===== config.mk =====
export PLATFORM = sky130hd
export DESIGN_NAME = adder_pipe
export DESIGN_NICKNAME = d
export VERILOG_FILES = /design/src/rtl/adder_pkg.sv /design/src/rtl/adder_chunk.sv /design/src/rtl/adder_pipe.sv
export SDC_FILE = /design/constraint.sdc
export NUM_CORES = 1
export LEC_CHECK = 0
export ABC_AREA = 1
export BUFFER_PORTS_ARGS = -buffer_cell sky130_fd_sc_hd__buf_2
export CAP_MARGIN = 20
export CORE_UTILIZATION = 40
export DETAILED_ROUTE_END_ITERATION = 7
export MAX_ROUTING_LAYER = met4
export PLACE_DENSITY = 0.69
export SYNTH_ARGS = -nofsm -noshare
export SYNTH_HDL_FRONTEND = slang
export SYNTH_SLANG_ARGS = --single-unit

===== constraint.sdc =====
create_clock -name clk -period 13 [get_ports clk]
set_clock_uncertainty 0.05 [all_clocks]
set_input_delay 0.65 -clock clk [delete_from_list [all_inputs] [get_ports clk]]
set_output_delay 0.65 -clock clk [all_outputs]
set_load 0.01 [all_outputs]

===== src/rtl/adder_pkg.sv =====
// adder_pkg: shared defaults and the pipeline stage record for adder_pipe
package adder_pkg;
  localparam int ADDER_WIDTH = 32;
  localparam int ADDER_CHUNK = 8;
  localparam int MAX_WIDTH = 64;
  typedef struct packed {
    logic valid;
    logic carry;
    logic ovf;
    logic [MAX_WIDTH-1:0] sum;
    logic [MAX_WIDTH-1:0] a;
    logic [MAX_WIDTH-1:0] b;
  } stage_t;
endpackage


===== src/rtl/adder_chunk.sv =====
// adder_chunk: combinational W-bit add with carry-in and carry-out
module adder_chunk #(
  parameter int W = 8
) (
  input  logic [W-1:0] a,
  input  logic [W-1:0] b,
  input  logic         ci,
  output logic [W-1:0] s,
  output logic         co
);
  assign {co, s} = {1'b0, a} + {1'b0, b} + {{W{1'b0}}, ci};
endmodule


===== src/rtl/adder_pipe.sv =====
// adder_pipe: valid/ready pipelined adder/subtractor, one CHUNK of carry chain per stage
module adder_pipe
  import adder_pkg::*;
#(
  parameter int WIDTH = ADDER_WIDTH,
  parameter int CHUNK = ADDER_CHUNK
) (
  input  logic             clk,
  input  logic             rst,
  input  logic             in_valid,
  output logic             in_ready,
  input  logic [WIDTH-1:0] a,
  input  logic [WIDTH-1:0] b,
  input  logic             cin,
  input  logic             sub,
  output logic             out_valid,
  input  logic             out_ready,
  output logic [WIDTH-1:0] sum,
  output logic             cout,
  output logic             ovf
);
  localparam int N = WIDTH / CHUNK;
  if (CHUNK < 1 || CHUNK > WIDTH || WIDTH % CHUNK != 0 || WIDTH > MAX_WIDTH) begin : g_bad_cfg
    $error("adder_pipe: WIDTH must be a multiple of CHUNK, CHUNK <= WIDTH <= MAX_WIDTH");
  end
  logic en;
  stage_t in_rec, last;
  assign en = !out_valid || out_ready;
  assign in_ready = en;
  always_comb begin
    in_rec = '0;
    in_rec.valid = in_valid;
    in_rec.a[WIDTH-1:0] = a;
    in_rec.b[WIDTH-1:0] = sub ? ~b : b;
    in_rec.carry = sub | cin;
  end
  for (genvar k = 0; k < N; k++) begin : g
    stage_t prv, nxt, r;
    logic [CHUNK-1:0] s;
    logic co;
    if (k == 0) begin : g_first
      assign prv = in_rec;
    end else begin : g_next
      assign prv = g[k-1].r;
    end
    adder_chunk #(.W(CHUNK)) u_chunk (
      .a (prv.a[k*CHUNK +: CHUNK]),
      .b (prv.b[k*CHUNK +: CHUNK]),
      .ci(prv.carry),
      .s (s),
      .co(co)
    );
    // the MSB's carry-in is recovered from its sum bit: a ^ b' ^ s
    always_comb begin
      nxt = prv;
      nxt.sum[k*CHUNK +: CHUNK] = s;
      nxt.carry = co;
      nxt.ovf = (k == N - 1) && (prv.a[WIDTH-1] ^ prv.b[WIDTH-1] ^ s[CHUNK-1] ^ co);
    end
    always_ff @(posedge clk or posedge rst)
      if (rst) r <= '0;
      else if (en) r <= nxt;
  end
  assign last = g[N-1].r;
  assign out_valid = last.valid;
  assign sum = last.sum[WIDTH-1:0];
  assign cout = last.carry;
  assign ovf = last.ovf;
endmodule


After elaboration in Yosys (flattened, before gate mapping) --
Cells that the tools add are included.
Word-level totals: output and inout port bits 36, flip-flop bits (word level) 281, input bits 70, word-level logic and storage cells 35
Operators by class: add/sub/neg operators 8, bitwise operators 5, reduce and logical (&&, ||, !) cells 2, mux-type cells 1
Operators with widths (number):
- $add A8 B8 Y9 | 4
- $add A9 B1 Y9 | 4
- $mux W32 | 1
- $not A32 Y32 | 1
- $xor A1 B1 Y1 | 3
- $logic_not A1 Y1 | 1
- $logic_or A1 B1 Y1 | 1
- $or A1 B1 Y1 | 1

Longest topological paths before layout --
depth in word-level cells 4, gate-level depth with buffers 12, depth with buffers taken out 10

Cells and area by module --
Synthesis repeated with hierarchy kept, for this count alone.
Unflattened totals: cell total of the unflattened synthesis 1017, area total of the unflattened synthesis 8811.0 um2
Modules (own cells, without submodules):
- adder_pipe | instances 1, cells an instance 781, seq. area each 4629.4 um2, area each 7275.7 um2
- adder_chunk at g[1].u_chunk ... | instances 3, cells an instance 59, seq. area each 0.0 um2, area each 384.1 um2
- adder_chunk at g[0].u_chunk | instances 1, cells an instance 59, seq. area each 0.0 um2, area each 382.9 um2

Worst setup path before layout --
OpenSTA, ideal clock, no wires.
path type input to register, start point in sub, end point reg g[0].r[132] in the netlist's numbering, slack 10.563 ns, library setup time 0.133 ns, stages 11, required time 12.817 ns, arrival 2.254 ns, buffers on the path 2, cells stage by stage buf_4 buf_4 or2_2 fa_1 inv_1 fa_1 inv_1 nand3_1 nand3_1 xnor2_1 o21ai_0
Between the ends: word-level cells in the longest chain between the ends 3, elaborated cells on any way between the ends 4, those cells by class 2 x add/sub; 1 x mux; 1 x bitwise
RTL lines:
- start, declared | RTL line adder_pipe.sv:15 | input logic sub,
- $mux W32 | RTL line adder_pipe.sv:34 | in_rec.b[WIDTH-1:0] = sub ? ~b : b;
- $add A8 B8 Y9 | RTL line adder_chunk.sv:11 | assign {co, s} = {1'b0, a} + {1'b0, b} + {{W{1'b0}}, ci};
- $add A9 B1 Y9 * | RTL line adder_chunk.sv:11
- end signal, assigned | RTL line adder_pipe.sv:62 | else if (en) r <= nxt;
- end, declared | RTL line adder_pipe.sv:38 | stage_t prv, nxt, r;
Every way passes the cells marked *; elsewhere a longest branch is shown, timed or not. A chain may end at the register's enable or synchronous reset.

Worst setup path after layout --
start point reg g[3].r, in the netlist out_valid, end point reg g[0].r[29] in the netlist's numbering
Between the ends: word-level cells in the longest chain between the ends 2
RTL lines:
- start, declared | RTL line adder_pipe.sv:38
- start signal, assigned | RTL line adder_pipe.sv:62
- $logic_not A1 Y1 | RTL line adder_pipe.sv:28 | assign en = !out_valid || out_ready;
- $logic_or A1 B1 Y1 | RTL line adder_pipe.sv:28
No other way between the ends.

==> flow_summary.yaml <==
hold_path:
  holdCritPathClass: "primary input to async pin"
clocking:
  cts_root_buf: "clkbuf_16"
  cts_tree: "built"
  clkSinkCount: 185
  clockBufferDepth: 2
  cts_resized: 0
  holdBufCountCts: 0
  insertion_delay_ps: 420
  numCtsBuffers: 17
  clk_pin_slew_ps: 70
  cts-htree-levels: 4
  cts_setup_buffers: 0
floorplan:
  die_w_um: 149
  die_h_um: 149
  start_util_pct: 41.0
  core_um2: 21100
  ioPinCount: 106
  dieArea_um2: 22200
  placementRows: 53
timing:
  worstMarginPinSlew_ps: 1050
  fin_tns_setup_ps: 0
  min_period_over_period_pct: 23.6
  setup_viol: 0
  fmax_ghz: 0.326
  slew_headroom_pct: 30.2
  rsz0062_at_grt: "no"
  whs_ps: 307
  min_period_ps: 3070
  final-hold-violation-count: 0
  slew_violations: 0
worst_setup_path:
  reg2reg_from: "out_valid$_DFFE_PP0P_"
  r2r-end: "g[0].r[29]$_DFFE_PP0P_"
  cp_slowest_cell: "buf_4"
  required_ps: 13210
  crit_path_start_kind: "flop"
  r2r_slack_ps: 9930
  critical_path_class: "flop to flop"
  crit_top_cell: "buf_4"
  worstPathCellList: "inv_1 -> nor2_4 -> buf_4 -> buf_4 -> o21ai_0"
  r2r_cells: 5
  cp.arrival_ps: 3290
  critPathCaptureType: "flop"
  max_stage_delay_ps: 800
  worstPathMaxFanout: 98
synth:
  synth_compound_area_share_pct: 6.31
  synthFlopType: "dfrtp_1"
  synth.net_count: 1104
  synth_top_family_by_area: "simple AND/OR/NAND/NOR gates"
  synth_top_area_share_pct: 53.6
  synthDistinctLibCells: 26
  synth-adder-area-share_pct: 5.91
  synth_warnings: 0
  synth-xor-area-share_pct: 3.95
  synth_mux_area_share_pct: 0
  avgSynthCellArea_um2: 8.66
  ys_seq_elements: 185
  synth-edff-count: 0
  synth_top_cell_by_area: "dfrtp_1"
  synthTopCellsByArea: "dfrtp_1, nand2_1, o21ai_0"
  ys_seq_area_share_pct: 53.6
  async_flop_share_pct: 100
  synthSimpleGateAreaFrac_pct: 23.8
  syn_inst: 998
  synth_area_um2: 8640
route:
  firstDrtPassIters: 4
  ant_nets: 0
  via_per_inst: 4.59
  drc: 0
  wl_per_cell_um: 12.1
  vias: 6291
  wirelength_um: 16500
  drt_first_iter_violations: 382
global_route:
  grtUsageTotal_pct: 16.3
  grt_pass1_wl_um: 28000
  grt_max_degree: 114
  grt_pass1_vias: 5936
  grt_antenna_before_repair: 0
  grt_overflow: 0
placed_design:
  dp_hpwl_um: 11100
  port_buffers: 105
  globalplace.congestion: 0.829
cells_and_area:
  fill_cells: 2040
  drive_gt1_share_pct: 13.4
  utilization_pct: 46.8
  nets: 1188
  area_delta_synth_final_pct: 14.2
  n_antenna_cell: 0
power_and_ir_drop:
  ir_drop_uv: 99.2
  p_leak_nw: 5.18
  p_per_area_nw_per_um2: 241
job:
  maxCapViolCount: 0
run_status:
  status: "complete, no violations"
==> power by group <==
group          total [mW]  switching (mW)  internal, mW
Clock               0.548           0.220         0.329
Combinational       0.856           0.526         0.331
Sequential          0.978           0.145         0.833
Total                2.38           0.891          1.49
==> layout by cell type, fill, tap and decap left out, types with 8 or more instances in the layout <==
cell       count
a21oi_1       16
buf_2        105
clkbuf_16     17
dfrtp_1      185
fa_1           8
ha_1          28
inv_1         63
nand2_1      454
nand3_1       28
nor2_1        22
o21ai_0       82
xnor2_1       30
xor2_1         9
==> kinds of logic (layout without fill, tap and decap cells) <==
logic type	count (synthesis)	after routing
simple gates	523	523
flops	185	185
buf+inv	109	206
compound gates	106	106
xor+xnor	39	39
fa+ha+maj	36	36
==> state kept, by name, summed over array words and instances, names as in the netlist <==
name       cells
g.r          150
ovf            1
out_valid      1
sum           32
cout           1
==> cell type report <==
class,count,area (µm²),share of cell area [%]
sequential,185,4630,46.9
clock inverter,14,195,1.98
tap,275,344,3.48
multi-input combinational,704,3460,35.0
inverter,65,254,2.57
clock buffer,18,439,4.45
timing repair buffer,109,556,5.63
==> routing by layer <==
layer  wire, µm  track usage (%)
met5          0                -
met3        636             3.21
met2       7270             24.3
met4        194             4.90
met1       8430             22.6
==> worst max-delay path: cells and delay by family (launching register included) <==
kind	cells	cell delay [ps]
buffers and inverters	3	1630
and+or+nand+nor	1	590
DFF	1	360
AOI/OAI and AO/OA	1	210
==> cell usage after synthesis, types with 2 or more instances <==
cell,count
nand3_1,28
nand2_1,454
xnor2_1,30
xor2_1,9
clkbuf_1,5
or2_1,3
a211oi_1,2
inv_1,64
o21ai_1,4
buf_4,23
nand3b_1,6
buf_2,9
nand4_1,6
a21oi_1,16
fa_1,8
o21ai_0,82
ha_1,28
nor2_1,22
buf_6,7
or2_2,2
dfrtp_1,185
==> worst max path at each step <==
| stage | from | slack [ps] | endpoint |
|---|---|---|---|
| global placement | out_ready | 9560 | sum[26]$_DFFE_PP0P_ |
| floorplan | rst | 7270 | cout$_DFFE_PP0P_ |
| finish | out_valid$_DFFE_PP0P_ | 9930 | g[0].r[29]$_DFFE_PP0P_ |
| CTS | out_valid$_DFFE_PP0P_ | 9920 | g[0].r[29]$_DFFE_PP0P_ |
| global route | out_valid$_DFFE_PP0P_ | 9610 | g[0].r[29]$_DFFE_PP0P_ |
| detailed placement | out_ready | 9580 | g[0].r[29]$_DFFE_PP0P_ |
==> through the flow <==
stage	std cells	cell area (µm²)	power, mW	setup slack (ps)
CTS	1370	9870	2.41	9920
finish	1370	9870	2.38	9930
global route	1370	9870	2.60	9610
floorplan	998	8640	1.63	7270
global placement	1338	9240	1.82	9560
detailed placement	1338	9240	1.85	9580
Power figures use the tool's default switching activity.
